[src/rtl/sw_gpio_in_pkg.sv]
// Shared constants for the SW3 switch-input peripheral: widths, debounce default and register map.
package sw_gpio_in_pkg;

  localparam int SW_WIDTH    = 8;
  localparam int SW_DEBOUNCE = 16;
  localparam int ADDR_W      = 4;
  localparam int DATA_W      = 32;

  typedef enum logic [ADDR_W-1:0] {
    SW_ADDR_STATE = 4'h0,
    SW_ADDR_EDGE  = 4'h4,
    SW_ADDR_MASK  = 4'h8
  } sw_addr_e;

  typedef logic [SW_WIDTH-1:0] sw_vec_t;

  function automatic logic [DATA_W-1:0] sw_zext(input sw_vec_t v);
    return {{(DATA_W-SW_WIDTH){1'b0}}, v};
  endfunction

endpackage

[src/rtl/sw_gpio_in_if.sv]
// Single-cycle peripheral register port: request in cycle N, response in cycle N+1, never stalls.
interface sw_gpio_in_if;
  import sw_gpio_in_pkg::*;

  logic              req_valid;
  logic              req_we;
  logic [ADDR_W-1:0] req_addr;
  logic [DATA_W-1:0] req_wdata;
  logic              resp_valid;
  logic [DATA_W-1:0] resp_rdata;

  modport master (
    output req_valid, req_we, req_addr, req_wdata,
    input  resp_valid, resp_rdata
  );

  modport slave (
    input  req_valid, req_we, req_addr, req_wdata,
    output resp_valid, resp_rdata
  );

endinterface

[src/rtl/sw_debounce.sv]
// One switch bit: 2-FF synchroniser, debounce counter and filtered state.
// o_toggle is high in the cycle whose closing edge flips o_state.
module sw_debounce #(
  parameter int DEBOUNCE_CYCLES = 16,
  parameter int CNT_W           = 8
) (
  input  logic clk,
  input  logic rstn,
  input  logic i_pin,
  output logic o_state,
  output logic o_toggle
);

  localparam logic [CNT_W-1:0] CNT_LAST = CNT_W'(DEBOUNCE_CYCLES - 1);

  logic             r_s1;
  logic             r_s2;
  logic             r_state;
  logic [CNT_W-1:0] r_cnt;
  logic             w_diff;
  logic             w_done;

  assign w_diff = (r_s2 != r_state);
  // The counter holds the number of earlier consecutive disagreeing cycles, so the flip lands on the Nth.
  assign w_done = w_diff && (r_cnt == CNT_LAST);

  always_ff @(posedge clk) begin
    if (!rstn) begin
      r_s1    <= 1'b0;
      r_s2    <= 1'b0;
      r_state <= 1'b0;
      r_cnt   <= '0;
    end else begin
      r_s1 <= i_pin;
      r_s2 <= r_s1;
      if (!w_diff || w_done) begin
        r_cnt <= '0;
      end else begin
        r_cnt <= r_cnt + CNT_W'(1);
      end
      if (w_done) begin
        r_state <= r_s2;
      end
    end
  end

  assign o_state  = r_state;
  assign o_toggle = w_done;

endmodule

[src/rtl/sw_gpio_in.sv]
// SW3 switch-input peripheral: debounced 8-bit switch state readable over a one-cycle register port.
// Define SW_IRQ_EN to add the EDGE (W1C) and MASK registers and the level interrupt irq_o.
module sw_gpio_in
  import sw_gpio_in_pkg::*;
#(
  parameter int DEBOUNCE_CYCLES = SW_DEBOUNCE,
  parameter int CNT_W           = 8
) (
  input  logic              clk,
  input  logic              rstn,
  input  logic [SW_WIDTH:1] sw_i,
  sw_gpio_in_if.slave       bus,
  output logic              irq_o
);

  sw_vec_t           w_state;
  sw_vec_t           w_toggle;
  logic [DATA_W-1:0] w_rdata;
  logic              w_rd;
  logic              w_wr;
  logic              r_resp_valid;
  logic [DATA_W-1:0] r_resp_rdata;

  for (genvar i = 0; i < SW_WIDTH; i++) begin : g_bit
    sw_debounce #(
      .DEBOUNCE_CYCLES(DEBOUNCE_CYCLES),
      .CNT_W          (CNT_W)
    ) u_db (
      .clk     (clk),
      .rstn    (rstn),
      .i_pin   (sw_i[i+1]),
      .o_state (w_state[i]),
      .o_toggle(w_toggle[i])
    );
  end

  assign w_rd = bus.req_valid && !bus.req_we;
  assign w_wr = bus.req_valid && bus.req_we;

`ifdef SW_IRQ_EN
  sw_vec_t r_edge_pend;
  sw_vec_t r_irq_mask;
  sw_vec_t w_edge_clr;
  logic    r_irq;
  logic    w_unused;

  assign w_edge_clr = (w_wr && bus.req_addr == SW_ADDR_EDGE) ? bus.req_wdata[SW_WIDTH-1:0] : '0;

  always_ff @(posedge clk) begin
    if (!rstn) begin
      r_edge_pend <= '0;
      r_irq_mask  <= '0;
      r_irq       <= 1'b0;
    end else begin
      // A new edge in the same cycle as its W1C keeps the bit pending.
      r_edge_pend <= (r_edge_pend & ~w_edge_clr) | w_toggle;
      if (w_wr && bus.req_addr == SW_ADDR_MASK) begin
        r_irq_mask <= bus.req_wdata[SW_WIDTH-1:0];
      end
      r_irq <= |(r_edge_pend & r_irq_mask);
    end
  end

  always_comb begin
    w_rdata = '0;
    case (bus.req_addr)
      SW_ADDR_STATE: w_rdata = sw_zext(w_state);
      SW_ADDR_EDGE:  w_rdata = sw_zext(r_edge_pend);
      SW_ADDR_MASK:  w_rdata = sw_zext(r_irq_mask);
      default:       w_rdata = '0;
    endcase
  end

  assign irq_o    = r_irq;
  assign w_unused = &{1'b0, bus.req_wdata[DATA_W-1:SW_WIDTH]};
`else
  logic w_unused;

  always_comb begin
    w_rdata = '0;
    if (bus.req_addr == SW_ADDR_STATE) begin
      w_rdata = sw_zext(w_state);
    end
  end

  assign irq_o    = 1'b0;
  assign w_unused = &{1'b0, bus.req_wdata, w_toggle, w_wr};
`endif

  always_ff @(posedge clk) begin
    if (!rstn) begin
      r_resp_valid <= 1'b0;
      r_resp_rdata <= '0;
    end else begin
      r_resp_valid <= bus.req_valid;
      r_resp_rdata <= w_rd ? w_rdata : '0;
    end
  end

  assign bus.resp_valid = r_resp_valid;
  assign bus.resp_rdata = r_resp_rdata;

endmodule

[src/flat_wrapper.sv]
// flat-port wrapper written by rule: the top's interface ports become plain ports
module sw_gpio_in_flat import sw_gpio_in_pkg::*;
#(
  parameter int DEBOUNCE_CYCLES = SW_DEBOUNCE,
  parameter int CNT_W           = 8
)
  (clk, rstn, sw_i, irq_o, bus_req_valid, bus_req_we, bus_req_addr, bus_req_wdata, bus_resp_valid, bus_resp_rdata);
  sw_gpio_in_if bus_i ();
  input  logic clk;
  input  logic rstn;
  input  logic [SW_WIDTH:1] sw_i;
  output logic irq_o;
  input wire logic [$bits(bus_i.req_valid)-1:0] bus_req_valid;
  input wire logic [$bits(bus_i.req_we)-1:0] bus_req_we;
  input wire logic [$bits(bus_i.req_addr)-1:0] bus_req_addr;
  input wire logic [$bits(bus_i.req_wdata)-1:0] bus_req_wdata;
  output wire logic [$bits(bus_i.resp_valid)-1:0] bus_resp_valid;
  output wire logic [$bits(bus_i.resp_rdata)-1:0] bus_resp_rdata;
  assign bus_i.req_valid = bus_req_valid;
  assign bus_i.req_we = bus_req_we;
  assign bus_i.req_addr = bus_req_addr;
  assign bus_i.req_wdata = bus_req_wdata;
  assign bus_resp_valid = bus_i.resp_valid;
  assign bus_resp_rdata = bus_i.resp_rdata;
  sw_gpio_in #(.DEBOUNCE_CYCLES(DEBOUNCE_CYCLES), .CNT_W(CNT_W)) u_core (.clk(clk), .rstn(rstn), .sw_i(sw_i), .bus(bus_i), .irq_o(irq_o));
endmodule
[config.mk]
export PLATFORM = sky130hd
export DESIGN_NAME = sw_gpio_in_flat
export DESIGN_NICKNAME = d
export VERILOG_FILES = /design/src/rtl/sw_gpio_in_pkg.sv /design/src/rtl/sw_gpio_in_if.sv /design/src/rtl/sw_debounce.sv /design/src/rtl/sw_gpio_in.sv /design/src/flat_wrapper.sv
export SDC_FILE = /design/constraint.sdc
export NUM_CORES = 1
export LEC_CHECK = 0
export CAP_MARGIN = 20
export CORE_ASPECT_RATIO = 1.1
export CORE_MARGIN = 2
export CORE_UTILIZATION = 40
export CTS_CLUSTER_DIAMETER = 50
export CTS_CLUSTER_SIZE = 25
export DETAILED_ROUTE_END_ITERATION = 16
export DONT_BUFFER_PORTS = 1
export PLACE_DENSITY = 0.58
export SLEW_MARGIN = 0
export SYNTH_ARGS = -nofsm -noshare
export SYNTH_HDL_FRONTEND = slang
export SYNTH_SLANG_ARGS = --single-unit
export TNS_END_PERCENT = 1
[constraint.sdc]
create_clock -name clk -period 2.4 [get_ports clk]
set_input_delay 0.48 -clock clk [delete_from_list [all_inputs] [get_ports clk]]
set_output_delay 0.48 -clock clk [all_outputs]
set_load 0.02 [all_outputs]
== Word-level counts from Yosys, hierarchy flattened ==
Cells that the tools add are included.

* Add/sub/neg operators: 8
* Equal/unequal tests: 16
* Bitwise operators: 1
* Reduce and logical (&&, ||, !) cells: 37

{| class="wikitable"
|+ Operators by type and width
! operator !! count
|-
| 8-bit by 1-bit adder with 8-bit output, second input constant || 8
|-
| 8-bit by 4-bit == test with 1-bit output, second input constant || 8
|-
| 2-bit OR reduction || 8
|-
| 1-bit logical AND || 9
|-
| 1-bit logical NOT || 9
|-
| 1-bit logical OR || 8
|-
| 1-bit != test || 8
|-
| 4-bit logical NOT || 1
|-
| 3-bit AND reduction || 1
|-
| 2-bit AND reduction || 1
|-
| 1-bit NOT || 1
|}

* Flip-flop bits (word level): 121
* Input port bits: 48
* Output and inout port bits: 34
* Logic and storage cells: 97

== Depth between registers and ports, before layout ==
* Word-level depth: 4
* Mapped depth: 4
* Mapped depth without buffers: 4

== Hierarchy ==
Synthesis repeated with hierarchy kept, for this count alone.

* Cell total of the unflattened synthesis: 438
* Area, all modules: 4172.8 sq um

{| class="wikitable"
|+ By module, submodules not included
! module !! times used !! cells an instance !! area each (sq um) !! sequential area each (sq um)
|-
| sw_debounce || 8 || 49 || 457.9 || 220.2
|-
| sw_gpio_in || 1 || 46 || 509.2 || 180.2
|}

== Worst setup path after synthesis ==
No wires, ideal clock.

* Path kind: register -> register
* From: reg u_core.g_bit[7].u_db.r_cnt[5]
* To: reg u_core.g_bit[7].u_db.r_cnt[7]
* Setup time: 0.128 ns
* Data arrival time: 1.290 ns
* Data required time: 2.272 ns
* Path slack: 0.983 ns
* Stages on the path, launching flop included: 4
* Buffers on the path: 0
* Clock period less this slack: 1.417 ns
* Cell sequence: dfxtp_1 or4_2 o211ai_1 a21oi_1

* Word-level cells in the longest chain between the ends: 4
* Elaborated cells between the ends (all ways): 5
* Those cells by class: add/sub (1); eq/ne (1); reduce/logical (3)

{| class="wikitable"
|+ Ends and longest elaborated chain
! what !! RTL line !! source
|-
| start: declaration || sw_debounce.sv:19 || <nowiki>logic [CNT_W-1:0] r_cnt;</nowiki>
|-
| start signal: assignment || sw_debounce.sv:39 || <nowiki>r_cnt <= r_cnt + CNT_W'(1);</nowiki>
|-
| branches (longest 4 deep; another with 8-bit by 1-bit adder with 8-bit output) || n/a ||
|}

Parallel ways; which one is timed is not known.
A chain may end at the register's enable or synchronous reset.

== Worst setup path after layout ==
* From: reg u_core.g_bit[1].u_db.r_cnt[4]
* To: reg u_core.g_bit[1].u_db.r_cnt[3]

* Word-level cells in the longest chain between the ends: 4

{| class="wikitable"
|+ Ends and longest elaborated chain
! what !! RTL line !! source
|-
| start: declaration || sw_debounce.sv:19 ||
|-
| start signal: assignment || sw_debounce.sv:39 ||
|-
| 8-bit by 4-bit == test with 1-bit output || sw_debounce.sv:25 || <nowiki>assign w_done = w_diff && (r_cnt == CNT_LAST);</nowiki>
|-
| 1-bit logical AND || sw_debounce.sv:25 ||
|-
| 1-bit logical OR || sw_debounce.sv:36 || <nowiki>if (!w_diff || w_done) begin</nowiki>
|-
| 2-bit OR reduction (no source line) || n/a ||
|}

No other way between the ends.

==> run summary <==
Outcome = finished clean
Crit-path cells = or4_4, o211ai_1, nor2_1
CP arrival = 1.81 ns
DP Cell Count = 541
Final min period = 1.59 ns
Max clock buf depth = 2
DR pass1 iterations = 4
Pleak = 1.42 nW
Antenna violations before repair = 0
Crit path largest cell delay = 0.57 ns
Post-synth cell types = 28
Synth Instances = 428
CORE AREA = 9400 µm²
Synth warn = 0
Final non-filler cell total = 557
Clock root buffer master = clkbuf_8
Vias in the first global route = 2559
Die X = 98.1 µm
Critical Path Source Type = flip-flop
Postcts setup bufs = 0
Final Hold Fails = 0
Clock sink count = 97
Required time worst endpoint = 2.63 ns
Routed WL = 6130 µm
Capturing element type of the critical path = flip-flop
Global placement routability congestion = 0.727
FP Rows = 37
Tot GR Track Use = 0.126
DR vias = 2765
CTS buffer count = 9
Slew headroom = 0.658
Max IR drop VDD = 293 µV
Post-DP HPWL = 4390 µm
I/O pin count = 82
Initial detailed-routing violation count = 77
Worst Hold Slack = 0.254 ns
Global-route wire length before repair = 10900 µm
DRC = 0
Die outline height = 108 µm
Starting density of the core = 0.415
Setup Skew = 0.00740 ns
Syn avg cell area = 9.11 µm²
Setup TNS = 0 ns
Global route overflow = 0
Pwr dens = 647 nW/µm²
Clk slew on worst S/H paths = 0.09 ns
Period utilization = 0.661
Diodes inserted = 0
Synth top area cells = dfxtp_1 (50%), a21oi_1 (5.1%), buf_4 (4.8%)
Max-Cap Viols = 0
Seq/Total Area, Yosys = 0.498
Layout area overhead = 5.43%
Synth top area share = 0.498
Hold-fix buffer count after cts = 0
Upper clock frequency limit = 631 MHz
Crit Path Category = reg2reg
Final antenna-violating net count = 0
Total power = 2.66 mW
Worst Hold Class = in2reg
Largest net degree at the start of global routing = 35
Port-buffer cells = 0
Setup violators final = 0
Mapped cell area = 3900 µm²
Max-slew violations = 0
Layout cell share with drive strength beyond 1 = 0.0727
NumNets Final = 491
Post-synth top area cell = dfxtp_1
WL/cell = 11.0 µm
TritonCTS clock tree = built
Crit-path slowest cell = or4_4
Vias per inst = 4.96
H-tree depth = 3
Die Area = 10600 µm²
Crit-path max FO = 6
CTS resizes = 0
RSZ-0062 raised after global routing = no
Clock Latency Late Sink = 0.35 ns
Synth Register Bits = 97
Worst slew pin tran = 0.511 ns
==> final timing paths <==
kind / end / startpoint / cells after the start / slack, ns
worst min register to register: u_core.g_bit[6].u_db.r_s2 / u_core.g_bit[6].u_db.r_s1 / 1 / 0.44
worst max-delay path: u_core.g_bit[1].u_db.r_cnt[3] / u_core.g_bit[1].u_db.r_cnt[4] / 3 / 0.81
worst max register to register: u_core.g_bit[1].u_db.r_cnt[3] / u_core.g_bit[1].u_db.r_cnt[4] / 3 / 0.81
worst min-delay path: u_core.g_bit[1].u_db.r_s2 / rstn / 1 / 0.25
==> layer usage <==
metal	vias up	track usage	part of all wire
met5	-	0	0
met4	0	0.0724	0.018
met3	8	0.0279	0.030
met2	36	0.207	0.47
met1	1271	0.152	0.48
li1	1450	-	-
==> registers in the layout, summed over array words and instances, names as in the netlist <==
register / count
u_core.g_bit.u_db.r_cnt: 64
u_core.g_bit.u_db.r_s1: 8
u_core.g_bit.u_db.r_s2: 8
u_core.bus.resp_valid: 1
u_core.bus.resp_rdata: 8
u_core.g_bit.u_db.o_state: 8
==> stage by stage <==
| step | util | setup slack, ns | area (µm²) |
|---|---|---|---|
| floorplan | - | 0.983 | 3990 |
| global placement | 0.418 | 0.802 | 3930 |
| detailed placement | 0.418 | 0.801 | 3930 |
| CTS | 0.437 | 0.786 | 4110 |
| global route | 0.437 | 0.682 | 4110 |
| finish | 0.437 | 0.815 | 4110 |
==> final cells by class <==
class	count	area, µm²
clock buffer	11	151
tap	117	146
clock inverter	5	30.0
sequential	97	1940
fill	948	5290
inverter	17	63.8
multi-input combinational	310	1780
==> cell usage after synthesis (all sizes together) <==
cell     n
and3     2
inv     17
nor2    32
or3     31
o211ai   8
a311oi   1
buf     26
a22o     1
or3b     7
dfxtp   97
nand4    8
nand2   31
and2    25
a31oi    1
ha       8
nand3   25
a21oi   40
conb     1
xnor2    8
nor3     1
clkbuf   2
xor2    15
or4      8
o21ai   32
nor4     1
==> logic make-up after synthesis <==
kind of cell	after synthesis	share of synthesized area
other cells	1	0.000962
flops	97	0.498
compound gates	83	0.114
xor+xnor	23	0.0517
simple gates	171	0.240
fa+ha+maj	8	0.0257
buf+inv	45	0.0693
==> cell usage in the layout, fill, tap and decap left out <==
cell,Yosys,layout
conb_1,1,25
xor2_1,15,15
or3_2,1,1
nand3_1,25,25
inv_1,17,17
or3b_2,7,7
or4_2,1,1
nor2_1,32,32
a21oi_1,40,40
xnor2_1,8,8
a31oi_1,1,1
nor4_1,1,1
o21ai_0,32,32
and2_1,25,25
nand4_1,8,8
dfxtp_1,97,97
and3_1,2,2
a22o_1,1,1
o211ai_1,8,8
ha_1,8,8
clkinv_2,0,3
nor3_1,1,1
a311oi_1,1,1
clkinvlp_4,0,2
or4_4,7,7
clkbuf_8,0,11
or3_1,30,30
nand2_1,31,31
==> power by group <==
group          internal (mW)  switching [mW]  total, mW  leakage [nW]
logic                 0.0144          0.0544     0.0688         0.543
registers               1.63         0.00958       1.63         0.785
clock network          0.428           0.528      0.956        0.0911
==> worst max-delay path, delay by kind of cell, from the launching register on <==
family,cells,cell delay [ns]
compound gates,1,0.44
simple gates,2,0.66
flops,1,0.36
(Power assumes the default switching activity.)
